<file path="src/rtl/icache_pkg.sv">
// Shared icache miss-request types and queue sizing defaults.
package icache_pkg;

  localparam int ICACHE_MRQ_DEPTH       = 4;
  localparam int ICACHE_MAX_OUTSTANDING = 4;

  typedef struct packed {
    logic [27:0] line_addr;
    logic [1:0]  way;
    logic [1:0]  tid;
  } icache_miss_req_t;

  localparam int ICACHE_MRQ_PLD_W = $bits(icache_miss_req_t);

endpackage

</file>
<file path="src/rtl/icache_mrq_credit_cnt.sv">
// Outstanding-request counter: pops take a credit, completion pulses return one.
module icache_mrq_credit_cnt #(
  parameter int MAX_OUTSTANDING = 4,
  parameter int CW              = $clog2(MAX_OUTSTANDING + 1)
) (
  input  logic          clk,
  input  logic          rst_n,
  input  logic          inc_i,
  input  logic          dec_i,
  output logic [CW-1:0] outstanding_o,
  output logic          credit_avail_o,
  output logic          err_underflow_o
);

  logic [CW-1:0] cnt_q, cnt_d;
  logic          err_q, err_d;

  // inc_i is only raised while a credit is available, so no overflow check is needed.
  always_comb begin
    cnt_d = cnt_q;
    err_d = err_q;
    if (inc_i && !dec_i) begin
      cnt_d = cnt_q + 1'b1;
    end else if (!inc_i && dec_i) begin
      if (cnt_q != '0) cnt_d = cnt_q - 1'b1;
      else             err_d = 1'b1;
    end
  end

  always_ff @(posedge clk or negedge rst_n) begin
    if (!rst_n) begin
      cnt_q <= '0;
      err_q <= 1'b0;
    end else begin
      cnt_q <= cnt_d;
      err_q <= err_d;
    end
  end

  assign outstanding_o   = cnt_q;
  assign credit_avail_o  = (cnt_q != CW'(MAX_OUTSTANDING));
  assign err_underflow_o = err_q;

endmodule

</file>
<file path="src/rtl/icache_miss_req_queue.sv">
// Miss/refill request FIFO between the icache arbiter and the L2 request port,
// with issue throttled by an outstanding-request credit counter.
module icache_miss_req_queue
  import icache_pkg::*;
#(
  parameter int DEPTH           = ICACHE_MRQ_DEPTH,
  parameter int PLD_WIDTH       = ICACHE_MRQ_PLD_W,
  parameter int MAX_OUTSTANDING = ICACHE_MAX_OUTSTANDING,
  parameter int OW              = $clog2(DEPTH + 1),
  parameter int CW              = $clog2(MAX_OUTSTANDING + 1)
) (
  input  logic                 clk,
  input  logic                 rst_n,
  input  logic                 vld_s,
  input  logic [PLD_WIDTH-1:0] pld_s,
  output logic                 rdy_s,
  output logic                 vld_m,
  output logic [PLD_WIDTH-1:0] pld_m,
  input  logic                 rdy_m,
  input  logic                 resp_vld,
  input  logic                 flush,
  output logic [OW-1:0]        occupancy,
  output logic [CW-1:0]        outstanding,
  output logic                 err_underflow
);

  localparam int AW = $clog2(DEPTH);

  // Handshake: a transfer happens on a cycle where valid && ready; valid never
  // waits on ready, and rdy_s depends only on state and flush (never on vld_s).
  logic [PLD_WIDTH-1:0] mem_q [DEPTH];
  logic [AW-1:0]        wr_ptr_q, wr_ptr_d;
  logic [AW-1:0]        rd_ptr_q, rd_ptr_d;
  logic [OW-1:0]        occ_q, occ_d;
  logic                 credit_avail;
  logic                 push, pop;

  assign rdy_s = (occ_q != OW'(DEPTH)) && !flush;
  assign vld_m = (occ_q != '0) && credit_avail && !flush;
  assign pld_m = mem_q[rd_ptr_q];
  assign push  = vld_s && rdy_s;
  assign pop   = vld_m && rdy_m;

  always_comb begin
    wr_ptr_d = wr_ptr_q;
    rd_ptr_d = rd_ptr_q;
    occ_d    = occ_q;
    if (flush) begin
      wr_ptr_d = '0;
      rd_ptr_d = '0;
      occ_d    = '0;
    end else begin
      if (push) wr_ptr_d = wr_ptr_q + 1'b1;
      if (pop)  rd_ptr_d = rd_ptr_q + 1'b1;
      if (push && !pop)      occ_d = occ_q + 1'b1;
      else if (!push && pop) occ_d = occ_q - 1'b1;
    end
  end

  always_ff @(posedge clk or negedge rst_n) begin
    if (!rst_n) begin
      wr_ptr_q <= '0;
      rd_ptr_q <= '0;
      occ_q    <= '0;
    end else begin
      wr_ptr_q <= wr_ptr_d;
      rd_ptr_q <= rd_ptr_d;
      occ_q    <= occ_d;
    end
  end

  // Storage is deliberately left unreset; occupancy decides what is valid.
  always_ff @(posedge clk) begin
    if (push) mem_q[wr_ptr_q] <= pld_s;
  end

  icache_mrq_credit_cnt #(
    .MAX_OUTSTANDING (MAX_OUTSTANDING),
    .CW              (CW)
  ) u_credit_cnt (
    .clk             (clk),
    .rst_n           (rst_n),
    .inc_i           (pop),
    .dec_i           (resp_vld),
    .outstanding_o   (outstanding),
    .credit_avail_o  (credit_avail),
    .err_underflow_o (err_underflow)
  );

  assign occupancy = occ_q;

endmodule

</file>
<file path="config.mk">
export PLATFORM = sky130hd
export DESIGN_NAME = icache_miss_req_queue
export DESIGN_NICKNAME = d
export VERILOG_FILES = /design/src/rtl/icache_pkg.sv /design/src/rtl/icache_mrq_credit_cnt.sv /design/src/rtl/icache_miss_req_queue.sv
export SDC_FILE = /design/constraint.sdc
export NUM_CORES = 1
export LEC_CHECK = 0
export BUFFER_PORTS_ARGS = -buffer_cell sky130_fd_sc_hd__buf_2
export CAP_MARGIN = 10
export CORE_ASPECT_RATIO = 0.5
export CORE_MARGIN = 2
export CORE_UTILIZATION = 53
export CTS_CLUSTER_DIAMETER = 150
export CTS_CLUSTER_SIZE = 16
export DETAILED_ROUTE_END_ITERATION = 7
export PLACE_DENSITY = 0.77
export SLEW_MARGIN = 30
export SYNTH_ARGS = -nofsm -noshare
export SYNTH_HDL_FRONTEND = slang
export SYNTH_SLANG_ARGS = --single-unit
</file>
<file path="constraint.sdc">
create_clock -name clk -period 2.6 [get_ports clk]
set_input_delay 0.52 -clock clk [delete_from_list [all_inputs] [get_ports clk]]
set_output_delay 0.52 -clock clk [all_outputs]
set_load 0.1 [all_outputs]
</file>
==> results of run 1 <==
[power by group through the flow]
stage,clock [mW],combinational (mW),sequential [mW]
2_1_floorplan,0,2.64,3.15
3_3_place_gp,0,3.44,2.85
3_5_place_dp,0,3.49,2.88
4_1_cts,2.58,3.49,2.84
5_1_grt,2.66,3.61,2.86
6_report,2.54,3.47,2.84
[registers in the layout, indices dropped and copies added (netlist names)]
register and cells:
rd_ptr_q 2, u_credit_cnt.err_underflow_o 1, mem_q 128, u_credit_cnt.outstanding_o 3, wr_ptr_q 2, occupancy 3
[layout by cell type, fill, tap and decap left out, drive strengths merged, types with 5 or more instances in the layout]
| cell | instances |
|---|---|
| clkbuf | 17 |
| edfxtp | 128 |
| buf | 86 |
| ha | 6 |
| inv | 10 |
| dfrtp | 11 |
| nand2 | 5 |
| nor3 | 5 |
| mux4 | 32 |
| nor2 | 10 |
| clkinv | 6 |
| a21oi | 5 |
| bufinv | 5 |
| and3 | 5 |
[worst paths after layout]
path | from | endpoint | slack (ns)
max reg2reg | u_credit_cnt.outstanding_o[2] | u_credit_cnt.outstanding_o[2] | 0.19
min | pld_s[0] | mem_q[0][0] | 0.33
max in group asynchronous | rst_n | rd_ptr_q[1] | 1.83
min in group asynchronous | rst_n | occupancy[0] | 0.52
max | rd_ptr_q[1] | pld_m[14] | 0.15
min reg2reg | u_credit_cnt.err_underflow_o | u_credit_cnt.err_underflow_o | 0.51
[routing by layer]
layer / global-route usage (%) / up-vias / share of wire [%]
li1: - / 1265 / -
met1: 22.8 / 1405 / 40
met2: 34.2 / 101 / 53
met3: 6.11 / 15 / 5.4
met4: 7.05 / 0 / 1.2
met5: 0 / - / 0
[kinds of logic (layout without fill, tap and decap cells)]
family / after synthesis / after routing / share of synthesized area (%)
AND/OR/NAND/NOR: 40 / 40 / 4.20
AO/OA/AOI/OAI: 20 / 20 / 2.54
flip-flops: 139 / 139 / 75.9
adder cells (fa/ha/maj): 8 / 8 / 2.12
multiplexers: 32 / 32 / 13.3
XOR/XNOR: 3 / 3 / 0.484
buffers and inverters: 20 / 128 / 1.50
[critical path, stage by stage, from the launching register on]
cell                      delay (ns)
sky130_fd_sc_hd__dfrtp_4        0.74
sky130_fd_sc_hd__mux4_2         0.32
sky130_fd_sc_hd__buf_2          0.45
[cell type report]
| cell class | count | area (µm²) | share of cell area (%) |
|---|---|---|---|
| multi-input cells | 103 | 1240 | 18.4 |
| well taps | 140 | 175 | 2.60 |
| flip-flops and latches | 139 | 4130 | 61.3 |
| clock inverters | 14 | 203 | 3.01 |
| repair buffers | 87 | 523 | 7.76 |
| clock buffers | 17 | 425 | 6.31 |
| inverters | 10 | 37.5 | 0.557 |
[timing repair]
item / CTS / global route
hold endpoints to repair: 11 / 0
hold buffers: 1 / 0
resized for setup: 1 / 1
pin swaps: 0 / 0
setup endpoints to repair: 32 / 1
==> flow_results.xml, run 1 <==
<?xml version="1.0" encoding="UTF-8"?>
<metrics>
  <group name="run_status">
    <metric name="outcome" unit="">finished clean</metric>
  </group>
  <group name="placement">
    <metric name="post-place-ws" unit="ns">0.174</metric>
    <metric name="placed_area" unit="µm²">6100</metric>
    <metric name="gp_congestion" unit="">0.905</metric>
    <metric name="cell_count_after_placement" unit="">478</metric>
    <metric name="dp_hpwl" unit="µm">6200</metric>
    <metric name="io_buffer_count" unit="">78</metric>
  </group>
  <group name="pwr">
    <metric name="p_sw" unit="mW">3.70</metric>
    <metric name="power_leakage" unit="nW">2.35</metric>
    <metric name="intPower" unit="mW">5.16</metric>
    <metric name="switching_share_of_total_power" unit="%">41.8</metric>
    <metric name="p_seq_share" unit="%">32.1</metric>
    <metric name="irDropWorstVdd" unit="mV">1.42</metric>
    <metric name="pwr-share-clk" unit="%">28.7</metric>
    <metric name="combinationalPowerShare" unit="%">39.2</metric>
    <metric name="power.density_cell_area" unit="nW/µm²">1310</metric>
    <metric name="power" unit="mW">8.85</metric>
  </group>
  <group name="timing">
    <metric name="worst_clock_skew" unit="ns">0.00727</metric>
    <metric name="report.final.setup_viol" unit="">0</metric>
    <metric name="setup-tns-final" unit="ns">0</metric>
    <metric name="holdWs" unit="ns">0.328</metric>
    <metric name="final-max-slew-violation-count" unit="">0</metric>
    <metric name="period_minus_ws_final" unit="ns">2.45</metric>
    <metric name="rsz0062_at_grt" unit="">no</metric>
    <metric name="timing.final.hold_violations" unit="">0</metric>
    <metric name="tightestPinTransition" unit="ns">0.501</metric>
    <metric name="slew_headroom" unit="%">66.5</metric>
    <metric name="maxClockFrequency" unit="GHz">0.409</metric>
    <metric name="setup_slack" unit="ns">0.155</metric>
    <metric name="period_share" unit="%">94.0</metric>
  </group>
  <group name="cts">
    <metric name="cts_num_sinks" unit="">139</metric>
    <metric name="tritoncts_clock_tree" unit="">yes</metric>
    <metric name="tritoncts.num_buffers" unit="">17</metric>
    <metric name="clk_transition_reported_paths" unit="ns">0.06</metric>
    <metric name="post_cts_buffers" unit="">0</metric>
    <metric name="clock_tree.root_cell" unit="">sky130_fd_sc_hd__clkbuf_16</metric>
    <metric name="clk_latency_worst_skew_pair" unit="ns">0.41</metric>
    <metric name="cts_htree_levels" unit="">4</metric>
    <metric name="cts_buffer_depth" unit="">2</metric>
  </group>
  <group name="min_path">
    <metric name="timing.hold.worst.class" unit="">input port to flop</metric>
    <metric name="worstHoldPathCells" unit="">1</metric>
  </group>
  <group name="synth">
    <metric name="ys_seq_elements" unit="">139</metric>
    <metric name="library_cells_used_by_synthesis" unit="">40</metric>
    <metric name="ys_dominant_reg_cell" unit="">sky130_fd_sc_hd__edfxtp_1</metric>
    <metric name="yosysTopAreaCellShare" unit="%">70.8</metric>
    <metric name="ys.warnings.count" unit="">0</metric>
    <metric name="mappedNetlistNets" unit="">308</metric>
    <metric name="post_synth_instance_area" unit="µm²">5430</metric>
    <metric name="synthCells" unit="">262</metric>
    <metric name="number_of_synthesized_flops_with_an_enable_pin" unit="">128</metric>
    <metric name="synth_async_sr_flop_share" unit="%">7.91</metric>
    <metric name="synth_area_per_cell" unit="µm²">20.7</metric>
    <metric name="synthTopCellsByCount" unit="">sky130_fd_sc_hd__edfxtp_1, sky130_fd_sc_hd__mux4_2, sky130_fd_sc_hd__dfrtp_1</metric>
    <metric name="synth_area_leader_cell" unit="">sky130_fd_sc_hd__edfxtp_1</metric>
    <metric name="ys_seq_area_share" unit="%">75.9</metric>
    <metric name="synth.top_cells.by_area" unit="">sky130_fd_sc_hd__edfxtp_1, sky130_fd_sc_hd__mux4_2, sky130_fd_sc_hd__dfrtp_1</metric>
    <metric name="synthMostInstantiatedCell" unit="">sky130_fd_sc_hd__edfxtp_1</metric>
  </group>
  <group name="route">
    <metric name="wl_per_cell" unit="µm">19.6</metric>
    <metric name="firstDrtPassIters" unit="">4</metric>
    <metric name="dr.first_iter.drc_count" unit="">188</metric>
    <metric name="via_total_after_detailed_routing" unit="">2786</metric>
    <metric name="drc_violation_count_after_routing" unit="">0</metric>
    <metric name="post_drt_via_cell_ratio" unit="">5.46</metric>
    <metric name="routed_wire_length" unit="µm">9990</metric>
    <metric name="antenna_left" unit="">0</metric>
  </group>
  <group name="die">
    <metric name="die_width" unit="µm">147</metric>
    <metric name="floorplan.initialDensity" unit="%">53.8</metric>
    <metric name="die_h" unit="µm">75.6</metric>
    <metric name="pin_count" unit="">79</metric>
    <metric name="coreArea" unit="µm²">10100</metric>
    <metric name="placementRows" unit="">26</metric>
    <metric name="total_die_area" unit="µm²">11100</metric>
  </group>
  <group name="global_routing">
    <metric name="grt_max_degree" unit="">34</metric>
    <metric name="gr-usage-all-layers" unit="%">19.2</metric>
    <metric name="global_route.overflow_total" unit="">0</metric>
    <metric name="global_route_wire_length_before_repair" unit="µm">15400</metric>
    <metric name="number_of_global_route_vias_before_repair" unit="">2820</metric>
    <metric name="initial_antenna_violation_count" unit="">0</metric>
  </group>
  <group name="setup_path">
    <metric name="criticalPathCategory" unit="">flop to output port</metric>
    <metric name="timing.critical_path.to_type" unit="">output port</metric>
    <metric name="worstPathRequired" unit="ns">2.08</metric>
    <metric name="critPathLaunchType" unit="">flop</metric>
    <metric name="worstPathMaxFanout" unit="">33</metric>
    <metric name="worst-endpoint-arrival" unit="ns">1.93</metric>
    <metric name="ff_to_ff_path_depth" unit="">10</metric>
  </group>
  <group name="cells_and_area">
    <metric name="nets" unit="">404</metric>
    <metric name="drive_above_1_share" unit="%">45.1</metric>
    <metric name="stdcell_area" unit="µm²">6740</metric>
    <metric name="layout.filler_cells" unit="">664</metric>
    <metric name="layout.core_utilization" unit="%">66.8</metric>
    <metric name="diodes" unit="">0</metric>
    <metric name="layoutNonFillerInstCount" unit="">510</metric>
    <metric name="syn_to_final_growth" unit="%">24.2</metric>
  </group>
  <group name="job">
    <metric name="cap_viol_max_count" unit="">0</metric>
  </group>
</metrics>
Note: power is estimated with default switching activity, not from simulation.
==> run 2, diff against run 1 <==
--- a/config.mk
+++ b/config.mk
@@ -9,7 +9,7 @@
 export CAP_MARGIN = 10
 export CORE_ASPECT_RATIO = 0.5
 export CORE_MARGIN = 2
-export CORE_UTILIZATION = 53
+export CORE_UTILIZATION = 51
 export CTS_CLUSTER_DIAMETER = 150
 export CTS_CLUSTER_SIZE = 16
 export DETAILED_ROUTE_END_ITERATION = 7
==> constraint.sdc (replaced) <==
create_clock -name clk -period 2.1 [get_ports clk]
set_input_delay 0.42 -clock clk [delete_from_list [all_inputs] [get_ports clk]]
set_output_delay 0.42 -clock clk [all_outputs]
set_load 0.1 [all_outputs]
==> run 2 against run 1 <==
Net effect:
- via count up 4.2%
- critical path depth increased by 1
- total power is 39% higher
- final cell count is 3.9% higher
- the flow now finishes with violations (negative setup slack)
- final area rose by 11%
- first-iteration DRC count decreased by 39%
- setup slack got worse by 0.30 ns
- register-to-register slack lost 0.20 ns
- clock-buffer cell count is the same
- clock power increased by 23%
- die area grew 3.8%
==> flow_results.xml, run 2 (synthesis gave the netlist of run 1 again) <==
<?xml version="1.0" encoding="UTF-8"?>
<metrics>
  <group name="timing">
    <metric name="timing.final.hold_violations" unit="">0</metric>
    <metric name="maxClockFrequency" unit="GHz">0.446</metric>
    <metric name="period_share" unit="%">107</metric>
    <metric name="tightestPinTransition" unit="ns">0.488</metric>
    <metric name="rsz0062_at_grt" unit="">yes</metric>
    <metric name="setup_slack" unit="ns">-0.141</metric>
    <metric name="period_minus_ws_final" unit="ns">2.24</metric>
    <metric name="slew_headroom" unit="%">67.7</metric>
    <metric name="worst_clock_skew" unit="ns">0.00772</metric>
    <metric name="final-max-slew-violation-count" unit="">0</metric>
    <metric name="report.final.setup_viol" unit="">33</metric>
  </group>
  <group name="global_routing">
    <metric name="gr-usage-all-layers" unit="%">19.5</metric>
    <metric name="grt_max_degree" unit="">33</metric>
    <metric name="global_route.overflow_total" unit="">0</metric>
    <metric name="number_of_global_route_vias_before_repair" unit="">3168</metric>
    <metric name="initial_antenna_violation_count" unit="">0</metric>
    <metric name="global_route_wire_length_before_repair" unit="µm">16200</metric>
  </group>
  <group name="route">
    <metric name="via_total_after_detailed_routing" unit="">2902</metric>
    <metric name="antenna_left" unit="">0</metric>
    <metric name="firstDrtPassIters" unit="">4</metric>
    <metric name="dr.first_iter.drc_count" unit="">115</metric>
    <metric name="post_drt_via_cell_ratio" unit="">5.48</metric>
    <metric name="wl_per_cell" unit="µm">19.6</metric>
    <metric name="routed_wire_length" unit="µm">10400</metric>
    <metric name="drc_violation_count_after_routing" unit="">0</metric>
  </group>
  <group name="cts">
    <metric name="cts_htree_levels" unit="">4</metric>
    <metric name="cts_num_sinks" unit="">139</metric>
    <metric name="clk_transition_reported_paths" unit="ns">0.07</metric>
    <metric name="cts_buffer_depth" unit="">2</metric>
    <metric name="tritoncts.num_buffers" unit="">17</metric>
    <metric name="clock_tree.root_cell" unit="">sky130_fd_sc_hd__clkbuf_16</metric>
    <metric name="clk_latency_worst_skew_pair" unit="ns">0.42</metric>
    <metric name="tritoncts_clock_tree" unit="">yes</metric>
  </group>
  <group name="placement">
    <metric name="cell_count_after_placement" unit="">488</metric>
    <metric name="gp_congestion" unit="">0.932</metric>
    <metric name="io_buffer_count" unit="">78</metric>
    <metric name="placed_area" unit="µm²">6740</metric>
    <metric name="dp_hpwl" unit="µm">6380</metric>
    <metric name="post-place-ws" unit="ns">-0.0578</metric>
  </group>
  <group name="die">
    <metric name="die_width" unit="µm">150</metric>
    <metric name="pin_count" unit="">79</metric>
    <metric name="floorplan.initialDensity" unit="%">52.8</metric>
    <metric name="die_h" unit="µm">76.9</metric>
    <metric name="coreArea" unit="µm²">10300</metric>
    <metric name="placementRows" unit="">26</metric>
    <metric name="total_die_area" unit="µm²">11500</metric>
  </group>
  <group name="setup_path">
    <metric name="ff_to_ff_path_depth" unit="">6</metric>
    <metric name="rr_endpoint" unit="">occupancy[1]</metric>
    <metric name="rrSetupSlack" unit="ns">-0.01</metric>
    <metric name="worstPathMaxFanout" unit="">18</metric>
    <metric name="endpoint" unit="">pld_m[14]</metric>
    <metric name="worst-endpoint-arrival" unit="ns">1.82</metric>
    <metric name="critPathLaunchType" unit="">flop</metric>
    <metric name="cp-startpoint" unit="">rd_ptr_q[0]</metric>
    <metric name="rr_startpoint" unit="">u_credit_cnt.outstanding_o[0]</metric>
    <metric name="criticalPathCategory" unit="">flop to output port</metric>
    <metric name="worstPathRequired" unit="ns">1.68</metric>
    <metric name="timing.critical_path.to_type" unit="">output port</metric>
  </group>
  <group name="pwr">
    <metric name="irDropWorstVdd" unit="mV">1.60</metric>
    <metric name="power.density_cell_area" unit="nW/µm²">1650</metric>
    <metric name="power" unit="mW">12.3</metric>
    <metric name="power_leakage" unit="nW">2.66</metric>
  </group>
  <group name="cells_and_area">
    <metric name="layout_common_cells" unit="">sky130_fd_sc_hd__edfxtp_1, sky130_fd_sc_hd__buf_2, sky130_fd_sc_hd__buf_12</metric>
    <metric name="layout.filler_cells" unit="">629</metric>
    <metric name="layoutNonFillerInstCount" unit="">530</metric>
    <metric name="nets" unit="">423</metric>
    <metric name="diodes" unit="">0</metric>
    <metric name="largest_register_ffs" unit="">128</metric>
    <metric name="final_common_cell" unit="">sky130_fd_sc_hd__edfxtp_1</metric>
    <metric name="max_flop_register" unit="">mem_q</metric>
    <metric name="stdcell_area" unit="µm²">7470</metric>
    <metric name="layout.core_utilization" unit="%">72.7</metric>
    <metric name="drive_above_1_share" unit="%">51.3</metric>
    <metric name="syn_to_final_growth" unit="%">37.7</metric>
  </group>
  <group name="run_status">
    <metric name="failing_checks" unit="">negative setup slack</metric>
    <metric name="outcome" unit="">complete, but fails checks</metric>
  </group>
  <group name="min_path">
    <metric name="hp-start" unit="">pld_s[17]</metric>
    <metric name="timing.hold.worst.class" unit="">input port to flop</metric>
  </group>
  <group name="job">
    <metric name="cap_viol_max_count" unit="">0</metric>
  </group>
</metrics>
-- run 2: cell types whose count changed in the layout (fill, tap and decap cells not counted), sizes merged --
cell	before	now
inv	10	19
clkbuf	17	18
buf	86	104
clkinv	6	2
clkinvlp	3	1
bufinv	5	3
-- run 2: worst min-delay path by stage --
stage | end | slack, ns | cells past startpoint
floorplan | rd_ptr_q[0] | 0.12 | 0
global placement | wr_ptr_q[0] | 0.30 | 1
detailed placement | occupancy[1] | 0.30 | 1
CTS | mem_q[0][20] | 0.19 | 1
global route | mem_q[1][22] | 0.20 | 1
finish | mem_q[2][17] | 0.21 | 1
-- run 2: timing repair --
action	in CTS	in global routing
pin swaps	7	8
hold endpoints to repair	11	0
gates resized for setup	3	7
setup buffers	4	5
endpoints found under the setup margin	37	36
hold buffers	1	0
-- run 2: power by group --
part	switching [mW]	internal, mW	total (mW)
sequential	0.112	3.30	3.41
combinational	3.68	2.11	5.78
clock	1.22	1.91	3.13
total	5.01	7.32	12.3
-- run 2: routing by layer --
metal	routed length, µm	global-route usage (%)
met1	3910	21.7
met2	5720	34.7
met3	523	5.30
met4	217	9.62
met5	0	0
-- run 2: final cells by class --
class / count / area [µm²] / area share (%)
Sequential cell: 139 / 4140 / 55.4
Multi-Input combinational cell: 103 / 1310 / 17.5
Timing Repair Buffer: 106 / 1180 / 15.8
Clock buffer: 17 / 425 / 5.69
Clock inverter: 15 / 199 / 2.66
Tap cell: 140 / 175 / 2.34
Inverter: 10 / 37.5 / 0.502
-- run 2: per-stage QoR --
step           TNS [ns]  hold WS [ns]
3_3_place_gp          0         0.295
5_1_grt           -5.62         0.203
2_1_floorplan    -0.678         0.124
3_5_place_dp    -0.0857         0.305
6_report          -3.55         0.211
4_1_cts           -4.42         0.194
-- run 2: worst max-delay path, stage by stage, from the launching register on --
cell and delay (ns):
sky130_fd_sc_hd__dfrtp_2 0.43, sky130_fd_sc_hd__buf_12 0.20, sky130_fd_sc_hd__mux4_2 0.57, sky130_fd_sc_hd__buf_12 0.19
==> run 3, diff against run 2 <==
--- a/config.mk
+++ b/config.mk
@@ -5,6 +5,7 @@
 export SDC_FILE = /design/constraint.sdc
 export NUM_CORES = 1
 export LEC_CHECK = 0
+export ABC_CLOCK_PERIOD_IN_PS = 2100
 export BUFFER_PORTS_ARGS = -buffer_cell sky130_fd_sc_hd__buf_2
 export CAP_MARGIN = 10
 export CORE_ASPECT_RATIO = 0.5
@@ -14,6 +15,7 @@
 export CTS_CLUSTER_SIZE = 16
 export DETAILED_ROUTE_END_ITERATION = 7
 export PLACE_DENSITY = 0.77
+export SKIP_LAST_GASP = 1
 export SLEW_MARGIN = 30
 export SYNTH_ARGS = -nofsm -noshare
 export SYNTH_HDL_FRONTEND = slang
==> run 3 against run 2 <==
Net effect:
- the run still ends with negative setup slack left
- critical endpoint unchanged
- routed wire length rose by 0.16%
- flip-flop and latch count did not move
- critical path type unchanged
- critical path depth did not move
- total power barely moved
==> flow_results.xml, run 3 (synthesis gave the netlist of run 1 again) <==
<?xml version="1.0" encoding="UTF-8"?>
<metrics>
  <group name="global_routing">
    <metric name="globalRoute.busiestLayer" unit="">met2</metric>
    <metric name="global_route.overflow_total" unit="">0</metric>
    <metric name="initial_antenna_violation_count" unit="">0</metric>
    <metric name="gr-usage-all-layers" unit="%">19.5</metric>
    <metric name="grt_util_met3" unit="%">5.30</metric>
    <metric name="grt_use_met2" unit="%">34.7</metric>
    <metric name="grt_max_degree" unit="">33</metric>
    <metric name="grt_use_met1" unit="%">21.7</metric>
    <metric name="global_route_wire_length_before_repair" unit="µm">16200</metric>
    <metric name="number_of_global_route_vias_before_repair" unit="">3168</metric>
  </group>
  <group name="cells_and_area">
    <metric name="multi_input_comb_area" unit="µm²">1310</metric>
    <metric name="largest_register_ffs" unit="">128</metric>
    <metric name="layout.filler_cells" unit="">630</metric>
    <metric name="layout_common_cells" unit="">sky130_fd_sc_hd__edfxtp_1, sky130_fd_sc_hd__buf_2, sky130_fd_sc_hd__buf_12</metric>
    <metric name="final_common_cell" unit="">sky130_fd_sc_hd__edfxtp_1</metric>
    <metric name="diodes" unit="">0</metric>
    <metric name="max_flop_register" unit="">mem_q</metric>
    <metric name="drive_above_1_share" unit="%">51.3</metric>
    <metric name="ff_latch_area" unit="µm²">4140</metric>
    <metric name="nets" unit="">423</metric>
    <metric name="syn_to_final_growth" unit="%">37.7</metric>
    <metric name="stdcell_area" unit="µm²">7470</metric>
    <metric name="layoutNonFillerInstCount" unit="">530</metric>
  </group>
  <group name="min_path">
    <metric name="whs_endpoint" unit="">mem_q[2][17]</metric>
    <metric name="hp-start" unit="">pld_s[17]</metric>
    <metric name="worstHoldPathCells" unit="">1</metric>
    <metric name="timing.hold.worst.class" unit="">input port to flop</metric>
  </group>
  <group name="setup_path">
    <metric name="path_cells" unit="">buf_12 &gt; mux4_2 &gt; buf_12</metric>
    <metric name="rr_startpoint" unit="">occupancy[2]</metric>
    <metric name="rrSetupSlack" unit="ns">-0.01</metric>
    <metric name="rr_endpoint" unit="">occupancy[1]</metric>
    <metric name="timing.critical_path.to_type" unit="">output port</metric>
    <metric name="criticalPathCategory" unit="">flop to output port</metric>
    <metric name="worst-endpoint-arrival" unit="ns">1.82</metric>
    <metric name="critPathMaxStageDelay" unit="ns">0.57</metric>
    <metric name="worstPathMaxFanout" unit="">18</metric>
    <metric name="ff_to_ff_path_depth" unit="">6</metric>
    <metric name="crit_path_top_cell_by_count" unit="">sky130_fd_sc_hd__buf_12</metric>
    <metric name="critPathLaunchType" unit="">flop</metric>
    <metric name="critical_path.slowest_cell" unit="">sky130_fd_sc_hd__mux4_2</metric>
    <metric name="worstPathRequired" unit="ns">1.68</metric>
    <metric name="critical_path.n_buffers_inverters" unit="">2</metric>
    <metric name="critical_path.top_delay_family" unit="">multiplexers</metric>
  </group>
  <group name="timing">
    <metric name="rsz0062_at_grt" unit="">yes</metric>
    <metric name="final-max-slew-violation-count" unit="">0</metric>
    <metric name="timing.final.hold_violations" unit="">0</metric>
    <metric name="worst_clock_skew" unit="ns">0.00911</metric>
    <metric name="setup_slack" unit="ns">-0.143</metric>
    <metric name="setup-tns-final" unit="ns">-3.57</metric>
    <metric name="maxClockFrequency" unit="GHz">0.446</metric>
    <metric name="slew_headroom" unit="%">67.7</metric>
    <metric name="holdWs" unit="ns">0.210</metric>
    <metric name="period_minus_ws_final" unit="ns">2.24</metric>
    <metric name="period_share" unit="%">107</metric>
    <metric name="tightestPinTransition" unit="ns">0.488</metric>
    <metric name="report.final.setup_viol" unit="">33</metric>
  </group>
  <group name="run_status">
    <metric name="failing_checks" unit="">negative setup slack</metric>
    <metric name="outcome" unit="">complete, but fails checks</metric>
  </group>
  <group name="die">
    <metric name="floorplan.initialDensity" unit="%">52.8</metric>
    <metric name="pin_count" unit="">79</metric>
    <metric name="die_width" unit="µm">150</metric>
    <metric name="total_die_area" unit="µm²">11500</metric>
    <metric name="placementRows" unit="">26</metric>
    <metric name="die_h" unit="µm">76.9</metric>
    <metric name="coreArea" unit="µm²">10300</metric>
  </group>
  <group name="placement">
    <metric name="gp_congestion" unit="">0.932</metric>
    <metric name="dp_hpwl" unit="µm">6380</metric>
    <metric name="io_buffer_count" unit="">78</metric>
    <metric name="placed_area" unit="µm²">6740</metric>
    <metric name="cell_count_after_placement" unit="">488</metric>
  </group>
  <group name="cts">
    <metric name="clk_latency_worst_skew_pair" unit="ns">0.42</metric>
    <metric name="tritoncts_clock_tree" unit="">yes</metric>
    <metric name="cts_buffer_depth" unit="">2</metric>
    <metric name="cts_htree_levels" unit="">4</metric>
    <metric name="clk_transition_reported_paths" unit="ns">0.07</metric>
    <metric name="cts_num_sinks" unit="">139</metric>
    <metric name="tritoncts.num_buffers" unit="">17</metric>
    <metric name="clock_tree.root_cell" unit="">sky130_fd_sc_hd__clkbuf_16</metric>
  </group>
  <group name="route">
    <metric name="wl_per_cell" unit="µm">19.6</metric>
    <metric name="dr.first_iter.drc_count" unit="">115</metric>
    <metric name="via_total_after_detailed_routing" unit="">2899</metric>
    <metric name="antenna_left" unit="">0</metric>
    <metric name="routed_wire_length" unit="µm">10400</metric>
    <metric name="post_drt_via_cell_ratio" unit="">5.47</metric>
    <metric name="firstDrtPassIters" unit="">5</metric>
    <metric name="drc_violation_count_after_routing" unit="">0</metric>
  </group>
  <group name="pwr">
    <metric name="irDropWorstVdd" unit="mV">1.60</metric>
    <metric name="power.density_cell_area" unit="nW/µm²">1650</metric>
    <metric name="power_leakage" unit="nW">2.65</metric>
  </group>
  <group name="job">
    <metric name="cap_viol_max_count" unit="">0</metric>
  </group>
</metrics>
==> run 3: per-stage QoR <==
| step | setup WS [ns] | utilization (%) | power [mW] |
|---|---|---|---|
| 3_5_place_dp | -0.0578 | 65.6 | 9.11 |
| 2_1_floorplan | -0.218 | - | 7.29 |
| 5_1_grt | -0.204 | 72.7 | 12.7 |
| 3_3_place_gp | 0.0171 | 65.6 | 8.98 |
| 6_report | -0.143 | 72.7 | 12.3 |
| 4_1_cts | -0.170 | 72.1 | 12.3 |
==> run 3: per-layer routing <==
| layer | share of wire (%) | vias up |
|---|---|---|
| li1 | - | 1310 |
| met1 | 39 | 1492 |
| met2 | 55 | 79 |
| met3 | 4.3 | 18 |
| met4 | 1.8 | 0 |
| met5 | 0 | - |
==> run 3: layout make-up <==
type                    instances  share of cell area [%]
flip-flops and latches        139                    55.4
well taps                     140                    2.34
clock buffers                  17                    5.69
inverters                      10                   0.502
clock inverters                15                    2.66
repair buffers                106                    15.8
multi-input cells             103                    17.5
==> run 3: timing repair <==
action	4_1_cts	5_1_grt
pin swaps	7	8
setup endpoints to repair	37	36
hold buffers	1	0
gates resized for setup	3	6
hold endpoints to repair	11	0
buffers inserted	4	5
cloned	0	0
==> run 3: worst max path at each step <==
stage / start / to / slack (ns) / cells after the start
floorplan: occupancy[2] / occupancy[1] / -0.22 / 7
global placement: u_credit_cnt.outstanding_o[0] / occupancy[1] / 0.02 / 6
finish: rd_ptr_q[0] / pld_m[14] / -0.14 / 3
detailed placement: flush / u_credit_cnt.outstanding_o[2] / -0.06 / 11
CTS: rd_ptr_q[0] / pld_m[14] / -0.17 / 3
global route: rd_ptr_q[0] / pld_m[24] / -0.20 / 3
==> run 3: where the power goes <==
group	switching [mW]	internal [mW]	total, mW
clock	1.22	1.91	3.13
combinational	3.68	2.11	5.78
sequential	0.113	3.30	3.41
total	5.01	7.32	12.3
